===== src/rtl/memory_access_unit.sv =====
// ---------------------------------------------------------------------------
// memory_access_unit
//
// Consumer end of the EX->MEMPREP pipeline register. Turns the MEMPREP-stage
// memory operation into a single-beat load or store on a req/ready data-memory
// port. While an access is outstanding, it freezes the pipeline through
// `stall`. Load data is aligned and sign- or zero-extended before it is
// returned.
//
// Ports
//   clk, rst             : clock and synchronous active-high reset
//   invalid_MEMPREP      : stage holds a bubble; other stage inputs are ignored
//   mem_read_MEMPREP     : load request
//   mem_write_MEMPREP    : store request
//   funct3_MEMPREP       : RISC-V width/sign code
//   alu_result_MEMPREP   : effective byte address
//   store_data_MEMPREP   : rs2 value for stores
//   stall                : freeze request to all pipeline registers
//   dmem_req/we/addr/wdata/wstrb : registered memory request, held until ready
//   dmem_ready, dmem_rdata : memory handshake / load word
//   load_result, load_valid : extended load value and its one-cycle strobe
//   misaligned_fault     : one-cycle pulse when an illegal access is dropped
// ---------------------------------------------------------------------------
module memory_access_unit #(
  parameter int ADDR_W = 32  // must not exceed 32
) (
  input  logic              clk,
  input  logic              rst,
  input  logic              invalid_MEMPREP,
  input  logic              mem_read_MEMPREP,
  input  logic              mem_write_MEMPREP,
  input  logic [2:0]        funct3_MEMPREP,
  input  logic [31:0]       alu_result_MEMPREP,
  input  logic [31:0]       store_data_MEMPREP,
  output logic              stall,
  output logic              dmem_req,
  output logic              dmem_we,
  output logic [ADDR_W-1:0] dmem_addr,
  output logic [31:0]       dmem_wdata,
  output logic [3:0]        dmem_wstrb,
  input  logic              dmem_ready,
  input  logic [31:0]       dmem_rdata,
  output logic [31:0]       load_result,
  output logic              load_valid,
  output logic              misaligned_fault
);

  typedef enum logic [1:0] {
    IDLE = 2'd0,
    BUSY = 2'd1,
    DONE = 2'd2
  } state_t;

  state_t state_q, state_d;

  logic              dmem_req_q;
  logic              dmem_we_q;
  logic [ADDR_W-1:0] dmem_addr_q;
  logic [31:0]       dmem_wdata_q;
  logic [3:0]        dmem_wstrb_q;
  logic [31:0]       load_result_q;
  logic              load_valid_q;
  logic              fault_q;
  logic              fault_d;

  // Attributes of the op in flight, needed to extract load data on completion.
  logic              op_load_q;
  logic [2:0]        op_funct3_q;
  logic [1:0]        op_off_q;

  // -------------------------------------------------------------------------
  // Decode of the MEMPREP operation
  // -------------------------------------------------------------------------
  logic        active;
  logic        both_set;
  logic        funct3_legal;
  logic        aligned;
  logic        legal_access;
  logic        fault_now;
  logic [1:0]  off;
  logic [31:0] addr_word;
  logic [3:0]  lane_wstrb;
  logic [31:0] lane_wdata;

  assign off       = alu_result_MEMPREP[1:0];
  assign addr_word = {alu_result_MEMPREP[31:2], 2'b00};

  always_comb begin
    active   = !invalid_MEMPREP && (mem_read_MEMPREP ^ mem_write_MEMPREP);
    both_set = !invalid_MEMPREP && mem_read_MEMPREP && mem_write_MEMPREP;

    funct3_legal = 1'b0;
    if (mem_read_MEMPREP) begin
      case (funct3_MEMPREP)
        3'b000, 3'b001, 3'b010, 3'b100, 3'b101: funct3_legal = 1'b1;
        default:                                funct3_legal = 1'b0;
      endcase
    end else begin
      case (funct3_MEMPREP)
        3'b000, 3'b001, 3'b010: funct3_legal = 1'b1;
        default:                funct3_legal = 1'b0;
      endcase
    end

    // funct3[1:0] encodes the access size for every legal code.
    case (funct3_MEMPREP[1:0])
      2'b00:   aligned = 1'b1;
      2'b01:   aligned = !off[0];
      2'b10:   aligned = (off == 2'b00);
      default: aligned = 1'b0;
    endcase

    legal_access = active && funct3_legal && aligned;
    fault_now    = both_set || (active && !legal_access);
  end

  // Store lane placement: data is replicated across lanes so the memory only
  // needs the strobes to pick the right bytes.
  always_comb begin
    case (funct3_MEMPREP[1:0])
      2'b00: begin
        lane_wstrb = 4'b0001 << off;
        lane_wdata = {4{store_data_MEMPREP[7:0]}};
      end
      2'b01: begin
        lane_wstrb = off[1] ? 4'b1100 : 4'b0011;
        lane_wdata = {2{store_data_MEMPREP[15:0]}};
      end
      default: begin
        lane_wstrb = 4'b1111;
        lane_wdata = store_data_MEMPREP;
      end
    endcase
  end

  // -------------------------------------------------------------------------
  // Load extraction
  // -------------------------------------------------------------------------
  function automatic logic [31:0] extend_load(input logic [2:0]  f3,
                                              input logic [1:0]  lane,
                                              input logic [31:0] word);
    logic [7:0]  b;
    logic [15:0] h;
    logic [31:0] r;
    case (lane)
      2'd0:    b = word[7:0];
      2'd1:    b = word[15:8];
      2'd2:    b = word[23:16];
      default: b = word[31:24];
    endcase
    h = lane[1] ? word[31:16] : word[15:0];
    case (f3)
      3'b000:  r = {{24{b[7]}}, b};
      3'b001:  r = {{16{h[15]}}, h};
      3'b100:  r = {24'd0, b};
      3'b101:  r = {16'd0, h};
      default: r = word;
    endcase
    return r;
  endfunction

  // -------------------------------------------------------------------------
  // FSM
  // -------------------------------------------------------------------------
  logic issue;
  logic complete;

  always_comb begin
    state_d  = state_q;
    stall    = 1'b0;
    issue    = 1'b0;
    complete = 1'b0;
    fault_d  = 1'b0;
    case (state_q)
      IDLE: begin
        if (legal_access) begin
          stall   = 1'b1;
          issue   = 1'b1;
          state_d = BUSY;
        end
        fault_d = fault_now;
      end
      BUSY: begin
        stall = 1'b1;
        if (dmem_ready) begin
          complete = 1'b1;
          state_d  = DONE;
        end
      end
      DONE: begin
        // The completed op is still sitting in MEMPREP this cycle; releasing
        // stall lets it leave, and going straight to IDLE avoids re-issuing it.
        state_d = IDLE;
      end
      default: state_d = IDLE;
    endcase
  end

  always_ff @(posedge clk) begin
    if (rst) begin
      state_q       <= IDLE;
      dmem_req_q    <= 1'b0;
      dmem_we_q     <= 1'b0;
      dmem_addr_q   <= '0;
      dmem_wdata_q  <= '0;
      dmem_wstrb_q  <= '0;
      load_result_q <= '0;
      load_valid_q  <= 1'b0;
      fault_q       <= 1'b0;
      op_load_q     <= 1'b0;
      op_funct3_q   <= '0;
      op_off_q      <= '0;
    end else begin
      state_q      <= state_d;
      fault_q      <= fault_d;
      load_valid_q <= complete && op_load_q;
      if (issue) begin
        dmem_req_q   <= 1'b1;
        dmem_we_q    <= mem_write_MEMPREP;
        dmem_addr_q  <= addr_word[ADDR_W-1:0];
        dmem_wdata_q <= mem_write_MEMPREP ? lane_wdata : 32'd0;
        dmem_wstrb_q <= mem_write_MEMPREP ? lane_wstrb : 4'd0;
        op_load_q    <= mem_read_MEMPREP;
        op_funct3_q  <= funct3_MEMPREP;
        op_off_q     <= off;
      end
      if (complete) begin
        dmem_req_q <= 1'b0;
        if (op_load_q) begin
          load_result_q <= extend_load(op_funct3_q, op_off_q, dmem_rdata);
        end
      end
    end
  end

  assign dmem_req         = dmem_req_q;
  assign dmem_we          = dmem_we_q;
  assign dmem_addr        = dmem_addr_q;
  assign dmem_wdata       = dmem_wdata_q;
  assign dmem_wstrb       = dmem_wstrb_q;
  assign load_result      = load_result_q;
  assign load_valid       = load_valid_q;
  assign misaligned_fault = fault_q;

endmodule


===== config.mk =====
export PLATFORM = sky130hd
export DESIGN_NAME = memory_access_unit
export DESIGN_NICKNAME = d
export VERILOG_FILES = /design/src/rtl/memory_access_unit.sv
export SDC_FILE = /design/constraint.sdc
export NUM_CORES = 1
export LEC_CHECK = 0
export CORE_MARGIN = 4
export CORE_UTILIZATION = 47
export DETAILED_ROUTE_END_ITERATION = 10
export PLACE_DENSITY = 0.87
export SYNTH_ARGS = -nofsm -noshare
export SYNTH_HDL_FRONTEND = slang
export SYNTH_SLANG_ARGS = --single-unit

===== constraint.sdc =====
create_clock -name clk -period 3.7 [get_ports clk]
set_input_delay 0.555 -clock clk [delete_from_list [all_inputs] [get_ports clk]]
set_output_delay 0.555 -clock clk [all_outputs]
set_load 0.05 [all_outputs]

### Word level (Yosys, flattened, before mapping)

Cells that the tools add are included.

* bits in registers: 110
* bits of input ports: 105
* output and inout port bits: 105
* word-level logic and storage cells: 72

* equality and inequality tests: 14
* shifts and indexed selects: 1
* muxes and demuxes: 20
* bitwise gates (word level): 2
* reduce and logical (&&, ||, !) cells: 23

Operators by type and width (number)
* $pmux 32 s4: 1
* $pmux 32 s2: 1
* $mux 32: 1
* $pmux 8 s3: 1
* $mux 16: 1
* $eq 3x3->1 const B: 4
* $logic_not 2->1: 4
* $mux 4: 2
* $pmux 4 s2: 1
* $logic_and 1x1->1: 7
* $mux 1: 7
* $eq 2x1->1 const B: 3
* $eq 3x1->1 const B: 2
* $logic_not 3->1: 2
* $reduce_or 5->1: 1
* $eq 2x2->1 const B: 2
* $mux 2: 2
* $ne 2x2->1 const B: 2
* $pmux 2 s2: 1
* $reduce_and 2->1: 2
* $reduce_or 2->1: 2
* $shl 1x2->4 const A: 1
* $eq 3x2->1 const B: 1
* $logic_not 1->1: 3
* 6 further kinds: 6

### Depth between registers and ports, before layout

* depth in word-level cells: 9
* mapped depth: 7
* gate-level depth less buffers: 4

### Least setup slack after synthesis

Ideal clock, no wire load.

* kind: in2out
* start point: input funct3_MEMPREP[1]
* end point: output stall
* arrival time: 2.391 ns
* slack: 0.754 ns
* stages: 5
* buffers on the path: 2
* path through: buf_2 > o22ai_1 > buf_2 > o21ai_0 > o31ai_1

* word-level cells in the longest chain between the ends: 8
* elaborated cells between the ends (all ways): 18

RTL lines
* from (decl): RTL line 32 `input logic [2:0] funct3_MEMPREP,`
* $eq 3x1->1 (tied with other cells): RTL line 94, 99
* $reduce_or 5->1 / $reduce_or 3->1 (equally long branches): RTL line 94, 99
* $mux 1 (on tied branches): RTL line 94, 99
* $mux 1: RTL line 93 `if (mem_read_MEMPREP) begin`
* $logic_and 1x1->1: RTL line 113 `legal_access = active && funct3_legal && aligned;`
* $logic_and 1x1->1 *: RTL line 113
* $mux 1 *: RTL line 176 `if (legal_access) begin`
* $pmux 1 s2 *: RTL line 174 `case (state_q)`
* to (decl): RTL line 35 `output logic stall,`

Mark *: on every way between the ends. The rest lies on a longest branch, timed or not.

### Worst setup path after layout

* start point: input mem_write_MEMPREP
* end point: output stall

* word-level cells in the longest chain between the ends: 6

RTL lines
* from (decl): RTL line 31 `input logic mem_write_MEMPREP,`
* $xor 1x1->1: RTL line 89 `active = !invalid_MEMPREP && (mem_read_MEMPREP ^ mem_write_MEMPREP);`
* $logic_and 1x1->1: RTL line 89
* $logic_and 1x1->1 (2 in series): RTL line 113
* $mux 1: RTL line 176
* $pmux 1 s2: RTL line 174

No other way between the ends.

==> flow_metrics.py <==
metrics = {
    "status": {
        "status": "finished, final reports clean",
    },
    "worst_setup_path": {
        "end_kind": "primary output",
        "cp-start-kind": "input pin",
        "criticalPathCategory": "input pin to primary output",
        "arrival_ns": 2.34,
        "cp_max_fo": 13,
        "required_ns": 3.14,
    },
    "power": {
        "p_per_area_nw_per_um2": 322.2,
        "seq_power_share_pct": 51.4,
        "sw_frac_of_total_pct": 30.34,
        "cellLeakagePower_nw": 2.475,
        "p_clk_share_pct": 29.4,
        "combPwrFrac_pct": 19.2,
        "finalPower_mw": 2.368,
        "power.internal_mw": 1.649,
        "peakVddDrop_uv": 211.5,
        "netSwitchingPower_uw": 718.4,
    },
    "sta": {
        "setup_viol": 0,
        "slew-limit-headroom_pct": 34.81,
        "fin_tns_setup_ns": 0,
        "worstMarginPinSlew_ns": 0.9759,
        "fin_ws_ns": 0.8080,
        "period_needed_ns": 2.892,
        "rsz0062_at_grt": "no",
        "hold_violations": 0,
        "post-route-period-util_pct": 78.16,
        "slew_viol_final": 0,
        "skew_ns": 0.008775,
        "holdWs_ns": 0.4670,
        "fmax_ghz": 0.3458,
    },
    "drt": {
        "firstDrtPassIters": 5,
        "ant_nets": 0,
        "drc": 0,
        "vias": 5500,
        "wl_per_cell_um": 18.35,
        "drtIter0Drc": 426,
        "routed_wl_mm": 16.96,
        "viasPerCell": 5.952,
    },
    "finish": {
        "final_area_um2": 7350,
        "diodes": 0,
        "syn2layout_area_growth_pct": 44.36,
        "final_common_cell": "clkdlybuf4s50_1",
        "drive_above_1_share_pct": 6.218,
        "layout_common_cells": "clkdlybuf4s50_1, dfxtp_1, o21ai_0",
        "nets": 889,
    },
    "clock_network": {
        "cts_root_buffer": "clkbuf_8",
        "clock_latency_ns": 0.37,
        "cts_setup_buffers": 0,
        "cts_buffers": 9,
        "htreeDepth": 3,
        "cts_tree": "done",
        "clk_pin_slew_ns": 0.11,
        "hold_buffers": 0,
        "cts_buffer_depth": 2,
        "cts_sinks": 110,
        "ctsResizeCount": 0,
    },
    "floorplan": {
        "core_um2": 10420,
        "die-area_um2": 12560,
        "die_h_um": 112.1,
        "io_pins": 210,
        "rows": 37,
        "die_x_um": 112.1,
        "initial_core_util_pct": 48.88,
    },
    "logic_synthesis": {
        "yosys_warnings": 0,
        "syn_avg_cell_area_um2": 8.212,
        "synth-edff-count": 0,
        "synth_area_um2": 5091,
        "async_flop_share_pct": 0,
        "netlist_instances": 620,
        "seq_area_frac_synth_pct": 43.25,
        "synth.distinct_cells": 50,
        "ys_ff_latch": 110,
        "ys.flop_type": "dfxtp_1",
    },
    "global_routing": {
        "grt_remaining_overflow": 0,
        "grtUsageTotal_pct": 25.74,
        "grt_pass1_vias": 5338,
        "grt_max_degree": 71,
        "grt_pass1_wl_mm": 26.79,
        "antenna_found_initial": 0,
    },
    "placement": {
        "dpl.hpwl_mm": 12.26,
        "place_congestion": 0.8959,
        "place_ws_ns": 0.5918,
        "dpl_cell_area_um2": 7169,
        "io_buffer_count": 207,
    },
    "worst_hold_path": {
        "hp-class": "register to register",
    },
    "job": {
        "drv_cap": 0,
    },
}
[power groups by stage]
stage | logic (mW) | clock network, mW | registers (mW)
2_1_floorplan | 0.178 | 0 | 1.30
3_3_place_gp | 0.439 | 0 | 1.24
3_5_place_dp | 0.448 | 0 | 1.24
4_1_cts | 0.451 | 0.702 | 1.22
5_1_grt | 0.481 | 0.753 | 1.22
6_report | 0.454 | 0.697 | 1.22
[synthesized netlist by cell type, types with 2 or more instances]
| master | instances | area, µm² |
|---|---|---|
| dfxtp_1 | 110 | 2202 |
| o21ai_0 | 77 | 385.4 |
| a21oi_1 | 61 | 305.3 |
| nand2_1 | 57 | 214.0 |
| nand3_1 | 48 | 240.2 |
| clkbuf_1 | 42 | 157.7 |
| mux2i_1 | 23 | 230.2 |
| nor2_1 | 21 | 78.83 |
| a211oi_1 | 20 | 150.1 |
| a31o_1 | 17 | 148.9 |
| nand4_1 | 17 | 106.4 |
| nor4_1 | 17 | 106.4 |
| buf_2 | 14 | 70.07 |
| nor2b_1 | 10 | 62.56 |
| a31o_2 | 9 | 78.83 |
| buf_1 | 8 | 30.03 |
| a22oi_1 | 7 | 52.55 |
| nand2b_1 | 6 | 37.54 |
| nand3b_1 | 5 | 37.54 |
| a21boi_0 | 4 | 30.03 |
| a221oi_1 | 4 | 35.03 |
| and2_1 | 4 | 25.02 |
| nor3_1 | 4 | 20.02 |
| a21o_1 | 3 | 22.52 |
| buf_4 | 2 | 15.01 |
| inv_1 | 2 | 7.510 |
| nor3b_1 | 2 | 15.01 |
| o2111ai_1 | 2 | 17.52 |
| o21ai_1 | 2 | 10.01 |
| or2_1 | 2 | 12.51 |
[final timing paths]
check,startpoint,endpoint,slack (ns),depth (start not counted)
worst max-delay path,mem_write_MEMPREP,stall,0.81,7
worst min-delay path,dmem_wdata[31]$_SDFFE_PP0P_,dmem_wdata[31]$_SDFFE_PP0P_,0.47,2
worst max register to register,op_funct3_q[0]$_SDFFE_PP0P_,load_result[2]$_SDFFE_PP0P_,1.58,4
worst min register to register,dmem_wdata[31]$_SDFFE_PP0P_,dmem_wdata[31]$_SDFFE_PP0P_,0.47,2
[sequential cells by signal (all words and copies together) (netlist names)]
signal and count:
dmem_wdata 32, op_funct3_q 3, state_q 2, op_load_q 1, dmem_wstrb 4, misaligned_fault 1
dmem_addr 30, op_off_q 2, dmem_req 1, dmem_we 1, load_valid 1, load_result 32
[critical path, cell delays in order]
cell	delay, ns
clkdlybuf4s50_1	0.41
buf_4	0.18
nand2b_1	0.20
o22ai_4	0.17
o21ai_0	0.15
o31ai_1	0.46
buf_12	0.20
[layout make-up]
class,instances,area [µm²]
clock inverters,6,56.30
multi-input cells,441,2619
fillers,824,3067
clock buffers,9,123.9
repair buffers,219,2167
inverters,3,11.26
flip-flops and latches,110,2202
well taps,136,170.2
[per-layer routing]
metal	vias up	global-route usage (%)	wire, µm
met1	2582	31.39	6592
li1	2580	-	-
met3	40	9.380	1919
met5	-	0	0
met4	0	9.375	504
met2	298	41.97	7942
[kinds of logic after synthesis]
| group | after synthesis | share of synthesized area [%] |
|---|---|---|
| buf+inv | 70 | 5.800 |
| xor+xnor | 1 | 0.1721 |
| mux | 25 | 5.185 |
| other cells | 1 | 0.07366 |
| flops | 110 | 43.25 |
| simple gates | 200 | 19.88 |
| compound gates | 213 | 25.63 |
[stage by stage]
stage               std cells  utilization, %
floorplan                 621               -
detailed placement        909           68.83
finish                    924           70.56
CTS                       924           70.56
global route              924           70.56
global placement          909           68.83
Note: power is estimated with default switching activity, not from simulation.
